==> src/rtl/seq_shift_add_multiplier.sv <==
// Sequential shift-and-add multiplier producing a 2*WIDTH product from two
// WIDTH-bit operands. It handles one multiplier bit per cycle and stops early
// once no set multiplier bits remain. Signed mode multiplies the operand
// magnitudes and then negates the result when the operand signs differ.
module seq_shift_add_multiplier #(
    parameter int WIDTH     = 16,
    parameter int SIGNED_EN = 1
) (
    input  logic                 clk,
    input  logic                 rst_n,
    input  logic                 start,
    input  logic                 signed_mode,
    input  logic [WIDTH-1:0]     a,
    input  logic [WIDTH-1:0]     b,
    output logic                 busy,
    output logic                 done,
    output logic [2*WIDTH-1:0]   product
);

    localparam int                CNT_W    = $clog2(WIDTH);
    localparam logic [CNT_W-1:0]  CNT_LAST = CNT_W'(WIDTH - 1);
    localparam logic [CNT_W-1:0]  CNT_ONE  = CNT_W'(1);
    localparam logic              SEN      = (SIGNED_EN != 0);

    typedef enum logic [1:0] {
        ST_IDLE = 2'd0,
        ST_CALC = 2'd1,
        ST_DONE = 2'd2
    } state_t;

    state_t               state_r;
    state_t               state_s;

    logic [2*WIDTH-1:0]   acc_r;
    logic [2*WIDTH-1:0]   mcand_r;
    logic [WIDTH-1:0]     mult_r;
    logic [CNT_W-1:0]     cnt_r;
    logic                 sign_r;
    logic [2*WIDTH-1:0]   product_r;
    logic                 busy_r;
    logic                 done_r;

    logic                 smode_s;
    logic                 neg_a_s;
    logic                 neg_b_s;
    logic [WIDTH-1:0]     abs_a_s;
    logic [WIDTH-1:0]     abs_b_s;
    logic [2*WIDTH-1:0]   acc_sum_s;
    logic [WIDTH-1:0]     mult_shift_s;
    logic                 last_iter_s;
    logic [2*WIDTH-1:0]   result_s;
    logic                 busy_s;
    logic                 done_s;

    // Operand magnitudes, the partial-product step and the sign-corrected result
    always_comb begin
        smode_s = SEN & signed_mode;
        neg_a_s = smode_s & a[WIDTH-1];
        neg_b_s = smode_s & b[WIDTH-1];
        if (neg_a_s) begin
            abs_a_s = -a;
        end else begin
            abs_a_s = a;
        end
        if (neg_b_s) begin
            abs_b_s = -b;
        end else begin
            abs_b_s = b;
        end
        if (mult_r[0]) begin
            acc_sum_s = acc_r + mcand_r;
        end else begin
            acc_sum_s = acc_r;
        end
        mult_shift_s = mult_r >> 1;
        last_iter_s  = (mult_shift_s == {WIDTH{1'b0}}) || (cnt_r == CNT_LAST);
        if (sign_r) begin
            result_s = -acc_sum_s;
        end else begin
            result_s = acc_sum_s;
        end
    end

    // State register
    always_ff @(posedge clk or negedge rst_n) begin
        if (!rst_n) begin
            state_r <= ST_IDLE;
        end else begin
            state_r <= state_s;
        end
    end

    // Next-state logic: a zero multiplier skips CALC entirely
    always_comb begin
        state_s = state_r;
        case (state_r)
            ST_IDLE: begin
                if (start) begin
                    if (abs_b_s == {WIDTH{1'b0}}) begin
                        state_s = ST_DONE;
                    end else begin
                        state_s = ST_CALC;
                    end
                end else begin
                    state_s = ST_IDLE;
                end
            end
            ST_CALC: begin
                if (last_iter_s) begin
                    state_s = ST_DONE;
                end else begin
                    state_s = ST_CALC;
                end
            end
            ST_DONE: state_s = ST_IDLE;
            default: state_s = ST_IDLE;
        endcase
    end

    // Output decode from the next state so that busy and done can be registered
    always_comb begin
        busy_s = (state_s != ST_IDLE);
        done_s = (state_s == ST_DONE);
    end

    // Registered handshake outputs
    always_ff @(posedge clk or negedge rst_n) begin
        if (!rst_n) begin
            busy_r <= 1'b0;
            done_r <= 1'b0;
        end else begin
            busy_r <= busy_s;
            done_r <= done_s;
        end
    end

    // Datapath: load operands in IDLE, iterate in CALC, write the product on the way into DONE
    always_ff @(posedge clk or negedge rst_n) begin
        if (!rst_n) begin
            acc_r     <= {(2*WIDTH){1'b0}};
            mcand_r   <= {(2*WIDTH){1'b0}};
            mult_r    <= {WIDTH{1'b0}};
            cnt_r     <= {CNT_W{1'b0}};
            sign_r    <= 1'b0;
            product_r <= {(2*WIDTH){1'b0}};
        end else begin
            case (state_r)
                ST_IDLE: begin
                    if (start) begin
                        acc_r   <= {(2*WIDTH){1'b0}};
                        mcand_r <= {{WIDTH{1'b0}}, abs_a_s};
                        mult_r  <= abs_b_s;
                        cnt_r   <= {CNT_W{1'b0}};
                        sign_r  <= neg_a_s ^ neg_b_s;
                        if (abs_b_s == {WIDTH{1'b0}}) begin
                            product_r <= {(2*WIDTH){1'b0}};
                        end
                    end
                end
                ST_CALC: begin
                    acc_r   <= acc_sum_s;
                    mcand_r <= {mcand_r[2*WIDTH-2:0], 1'b0};
                    mult_r  <= mult_shift_s;
                    cnt_r   <= cnt_r + CNT_ONE;
                    if (last_iter_s) begin
                        product_r <= result_s;
                    end
                end
                default: begin
                end
            endcase
        end
    end

    assign busy    = busy_r;
    assign done    = done_r;
    assign product = product_r;

endmodule

==> config.mk <==
export PLATFORM = sky130hd
export DESIGN_NAME = seq_shift_add_multiplier
export DESIGN_NICKNAME = d
export VERILOG_FILES = /design/src/rtl/seq_shift_add_multiplier.sv
export SDC_FILE = /design/constraint.sdc
export NUM_CORES = 1
export LEC_CHECK = 0
export CAP_MARGIN = 15
export CELL_PAD_IN_SITES_DETAIL_PLACEMENT = 0
export CELL_PAD_IN_SITES_GLOBAL_PLACEMENT = 1
export CORE_MARGIN = 2
export CORE_UTILIZATION = 45
export DETAILED_ROUTE_END_ITERATION = 8
export GPL_TIMING_DRIVEN = 0
export PLACE_DENSITY = 0.84
export SYNTH_ARGS = -nofsm -noshare
export SYNTH_HDL_FRONTEND = slang
export SYNTH_SLANG_ARGS = --single-unit
==> constraint.sdc <==
create_clock -name clk -period 4.02 [get_ports clk]
set_input_delay 0.804 -clock clk [delete_from_list [all_inputs] [get_ports clk]]
set_output_delay 0.804 -clock clk [all_outputs]
set_load 0.01 [all_outputs]
# Yosys cells after proc, flatten, opt, wreduce, memory -nomap -nowiden
# Cells that the tools add are included.
[word_totals] word_cells=52 out_inout_bits=34 register_bits=121 inputBits=36
[classes] bitwise_logic=3 add_sub_neg=5 muxes=20 eq_ne=6 reduce_logical=9
[ops] operator="$mux 32" count=7
[ops] operator="$pmux 32 s2" count=3
[ops] operator="$mux 16" count=3
[ops] operator="$add 32x32->32" count=1
[ops] operator="$logic_not 16->1" count=2
[ops] operator="$neg 16->16" count=2
[ops] operator="$neg 32->32" count=1
[ops] operator="$pmux 16 s2" count=1
[ops] operator="$pmux 4 s2" count=1
[ops] operator="$mux 2" count=3
[ops] operator="$ne 2x2->1 const B" count=3
[ops] operator="$add 4x1->4 const B" count=1
[ops] operator="$eq 4x4->1 const B" count=1
[ops] operator="$mux 4" count=1
[ops] operator="$pmux 2 s2" count=1
[ops] operator="$reduce_and 2->1" count=2
[ops] operator="$reduce_and 4->1" count=1
[ops] operator="$reduce_bool 2->1" count=2
[ops] operator="$and 1x1->1" count=2
[ops] operator="$eq 2x1->1 const B" count=1
[ops] operator="$eq 2x2->1 const B" count=1
[ops] operator="$logic_not 2->1" count=1
[ops] operator="$logic_or 1x1->1" count=1
[ops] operator="$xor 1x1->1" count=1

# Logic depth before layout (Yosys ltp)
[logic_depth] ltp_word=7 ltp_mapped=15

# Worst setup path after synthesis
# OpenSTA, ideal clock, no wires.
[synth_timing] path_kind="input to register" start="input b[3]" end="register product_r[10], in the netlist product[10]" n_path_buf=2 path_slack_ps=682 cell_stages=11 arrival_ps=3204 t_required_ps=3886 cell_sequence="or4_1 > or2_2 > o41ai_1 > xor2_1 > nor4bb_1 > nand3_1 > o21a_1 > clkbuf_1 > clkbuf_1 > nand2_1 > o21ai_0"
[synth_via] elab_chain_cells=5
[synth_lines] element="from (decl)" line="14" source="input logic [WIDTH-1:0] b,"
[synth_lines] element="$neg 16->16" line="66" source="abs_b_s = -b;"
[synth_lines] element="$mux 16 *" line="65" source="if (neg_b_s) begin"
[synth_lines] element="$logic_not 16->1 *" line="155" source="if (abs_b_s == {WIDTH{1'b0}}) begin"
[synth_lines] element="$ne 2x2->1 (no line) *"
[synth_lines] element="$reduce_and 4->1 (no line) *"
[synth_lines] element="to (signal assigned)" line="145" source="product_r <= {(2*WIDTH){1'b0}};"
[synth_lines] element="to (signal assigned)" line="156" source="product_r <= {(2*WIDTH){1'b0}};"
[synth_lines] element="to (signal assigned)" line="166" source="product_r <= result_s;"
[synth_lines] element="to (decl)" line="39" source="logic [2*WIDTH-1:0] product_r;"
# Mark *: on every way between the ends. The rest lies on a longest branch, timed or not.
# A chain may end at the register's enable or synchronous reset.

# Final worst setup path
[layout_timing] start="register mcand_r[0]" end="register product_r[25], in the netlist product[25]"
[layout_via] elab_chain_cells=6
[layout_lines] element="from (decl)" line="35" source="logic [2*WIDTH-1:0] mcand_r;"
[layout_lines] element="from (signal assigned)" line="141" source="mcand_r <= {(2*WIDTH){1'b0}};"
[layout_lines] element="from (signal assigned)" line="151" source="mcand_r <= {{WIDTH{1'b0}}, abs_a_s};"
[layout_lines] element="from (signal assigned)" line="162" source="mcand_r <= {mcand_r[2*WIDTH-2:0], 1'b0};"
[layout_lines] element="$add 32x32->32 *" line="71" source="acc_sum_s = acc_r + mcand_r;"
[layout_lines] element="$mux 32 *" line="70" source="if (mult_r[0]) begin"
[layout_lines] element="$neg 32->32" line="78" source="result_s = -acc_sum_s;"
[layout_lines] element="$mux 32 *" line="77" source="if (sign_r) begin"
[layout_lines] element="$mux 32 *" line="165" source="if (last_iter_s) begin"
[layout_lines] element="$pmux 32 s2 *" line="147" source="case (state_r)"
# Mark *: on every way between the ends. The rest lies on a longest branch, timed or not. The select of a mux whose other input is x is not followed.

==> impl_metrics.json <==
{
  "seqCellArea_um2": 3030,
  "vias": 8056,
  "fillCellCount": 1786,
  "worstRegToRegCells": 13,
  "placed_cell_area_um2": 9590,
  "fin_tns_setup_ns": 0,
  "syn_area_per_cell_um2": 8.11,
  "p_leak_nw": 4.11,
  "fmax_mhz": 265,
  "slew_violations": 0,
  "ys_seq_elements": 121,
  "synth_top_cell_area_share_pct": 35.3,
  "syn_area_um2": 8580,
  "post-route-period-util_pct": 93.9,
  "worst-r2r-setup-slack_ns": 0.24,
  "grt_pass1_vias": 7546,
  "rsz0062_at_grt": "no",
  "gp_congestion": 0.978,
  "fp.dieW_um": 142,
  "setup_viol": 0,
  "status": "completed",
  "grt_overflow_total": 0,
  "numCtsBuffers": 17,
  "wl_um": 24700,
  "cts.hold.buffers_added": 0,
  "drive_above_1_share_pct": 6.57,
  "critPathCaptureType": "flop",
  "hpwl_um": 19100,
  "io_pins": 70,
  "place_inst": 1361,
  "die_area_um2": 20200,
  "worstPathRequired_ns": 4.32,
  "synth-seq-area-share_pct": 35.3,
  "rows": 50,
  "crit_type": "reg2reg",
  "hold_viol_final": 0,
  "clk_pin_slew_ns": 0.05,
  "syn-num-nets": 1131,
  "netlist_instances": 1058,
  "final_area_um2": 10200,
  "port_buffers": 68,
  "ys.flop_type": "dfrtp_1",
  "synth_edf_count": 0,
  "clock_tree.root_cell": "clkbuf_16",
  "start_util_pct": 45.9,
  "ant_nets": 0,
  "maxCapViolCount": 0,
  "clock_sinks": 121,
  "worst_setup_path_start_kind": "flop",
  "tritoncts": "done",
  "grt.total_usage_pct": 25.2,
  "ys_warn_count": 0,
  "dr.pass1.iters": 5,
  "grt_max_degree": 71,
  "ys_types": 78,
  "vias_per_cell": 5.80,
  "worst_pin_slew_ns": 0.869,
  "grt_first_pass_wirelength_um": 39800,
  "synthTopCellsByArea": "dfrtp_1 (35%), o21ai_0 (7.9%), nand2_1 (6.8%), ha_1 (5.2%), xnor2_1 (4.9%)",
  "first_iter_violations": 517,
  "stdcell_count": 1390,
  "crit_fanout": 5,
  "clk_latency_ns": 0.42,
  "synthArstFlopShare_pct": 100,
  "antenna_cells": 0,
  "cp.arrival_ns": 4.07,
  "max_slew_margin_pct": 42.1,
  "nets": 1218,
  "coreArea_um2": 18700,
  "p_per_area_nw_per_um2": 945,
  "period_needed_ns": 3.78,
  "r2r_start": "mcand_r[0]$_DFFE_PN0P_",
  "drc": 0,
  "cts_buffer_depth": 2,
  "timing.rr.end": "product[25]$_DFFE_PN0P_",
  "multi_input_area_um2": 5310,
  "wl_per_cell_um": 17.8,
  "hp-class": "in2async",
  "post-synth-top-area-cell": "dfrtp_1",
  "ir_worst_vdd_v": 0.000366,
  "antenna_found_initial": 0,
  "area_growth_pct": 19.0,
  "cts_max_level": 4,
  "die_h_um": 142,
  "finalClockSkew_ns": 0.0109
}
-- how the worst max path moves through the flow --
stage	startpoint	endpoint
2_1_floorplan	b[3]	product[10]$_DFFE_PN0P_
3_3_place_gp	rst_n	product[29]$_DFFE_PN0P_
3_5_place_dp	b[3]	product[9]$_DFFE_PN0P_
4_1_cts	mcand_r[0]$_DFFE_PN0P_	product[25]$_DFFE_PN0P_
5_1_grt	acc_r[9]$_DFFE_PN0P_	product[31]$_DFFE_PN0P_
6_report	mcand_r[0]$_DFFE_PN0P_	product[25]$_DFFE_PN0P_
-- sequential cells by signal (all words and copies together) (netlist names) --
signal / cells
busy: 1
mult_r: 16
done: 1
acc_r: 32
state_r: 2
product: 32
mcand_r: 32
sign_r: 1
cnt_r: 4
-- cells in the final DEF (no fill, tap or decap), drive strengths merged, types with 27 or more instances in the layout --
cell / instances
o21ai: 151
ha: 36
nand2: 156
a22oi: 28
clkdlybuf4s50: 67
dfrtp: 121
xnor2: 48
nor3: 27
nor2: 64
nand3: 49
clkbuf: 68
a21oi: 63
-- metrics by stage --
step                hold WS [ns]  power (mW)  worst slack (ns)  util [%]
finish                     0.326        9.65             0.243      54.6
global route               0.363        10.4           0.00385      54.6
CTS                        0.341        9.52            0.0235      54.2
detailed placement         0.471        8.05            -0.399      51.3
global placement           0.463        7.95             -2.53      51.1
floorplan                  0.457        6.28             0.682         -
-- cell families (layout without fill, tap and decap cells) --
kind of cell | Yosys count | count (layout) | share of synthesized area [%]
xor gates and xnor gates | 68 | 68 | 6.94
muxes | 16 | 16 | 1.92
buffers and inverters | 85 | 183 | 3.86
and+or+nand+nor | 391 | 391 | 21.5
DFF | 121 | 121 | 35.3
AOI/OAI and AO/OA | 340 | 340 | 25.0
adders and majority gates | 37 | 37 | 5.48
-- final cells by class --
cell class / count / area share [%]
Clock buffer: 20 / 4.27
Buffer: 61 / 2.42
Sequential cell: 121 / 29.6
Inverter: 23 / 0.845
Tap cell: 234 / 2.87
Multi-Input combinational cell: 852 / 52.0
Timing Repair Buffer: 69 / 6.94
Clock inverter: 10 / 1.03
-- worst max-delay path, cell delays in order, from the launching register on --
cell and delay, ns:
dfrtp_1 0.44, ha_1 0.26, fa_1 0.41, nand3_1 0.16, a21oi_1 0.19, o21a_1 0.25, nor4_1 0.28, a311oi_1 0.15
a2111o_1 0.50, a21oi_2 0.24, nand4_2 0.21, o31ai_2 0.31, xnor2_1 0.16, o21ai_1 0.08
-- synth_stat cells (3+ instances only) --
cell	count
a21boi_0	4
nand2b_1	12
a21oi_2	3
and2_1	7
o21ai_0	135
a21o_1	6
buf_1	8
a22o_1	5
nor3_1	27
xor2_1	20
xnor2_1	48
nor2b_1	8
nand4_1	18
ha_1	36
nand3_1	49
mux2_2	4
nor2_1	64
a211oi_1	13
o21a_1	9
a21oi_1	59
clkbuf_1	49
a221oi_1	3
or2_2	3
a31oi_1	4
nand2_1	156
nand3b_1	3
o21ai_1	15
o211ai_1	6
nor4_1	12
a221o_1	3
a22oi_1	28
dfrtp_1	121
o31ai_1	10
or3_1	7
and3_1	7
inv_1	22
buf_2	3
mux2i_1	12
and4_1	4
o41ai_1	4
or4_1	4
-- report_power, final --
part	internal (mW)	switching (mW)	total [mW]
combinational	2.26	3.64	5.90
clock	0.896	0.551	1.45
sequential	1.80	0.504	2.30
total	4.95	4.70	9.65
-- per-layer routing --
metal | vias up | track usage [%] | share of wire, %
li1 | 4022 | - | -
met1 | 3799 | 34.8 | 48
met2 | 205 | 41.4 | 46
met3 | 30 | 3.06 | 4.3
met4 | 0 | 8.26 | 1.8
met5 | - | 0 | 0
-- repair_timing --
item                                    in CTS  in global routing
pin swaps                                    0                  1
endpoints found under the hold margin        0                  0
gates resized for setup                      2                 23
endpoints found under the setup margin       8                 32
buffers inserted                             0                  0
Power figures use the tool's default switching activity.
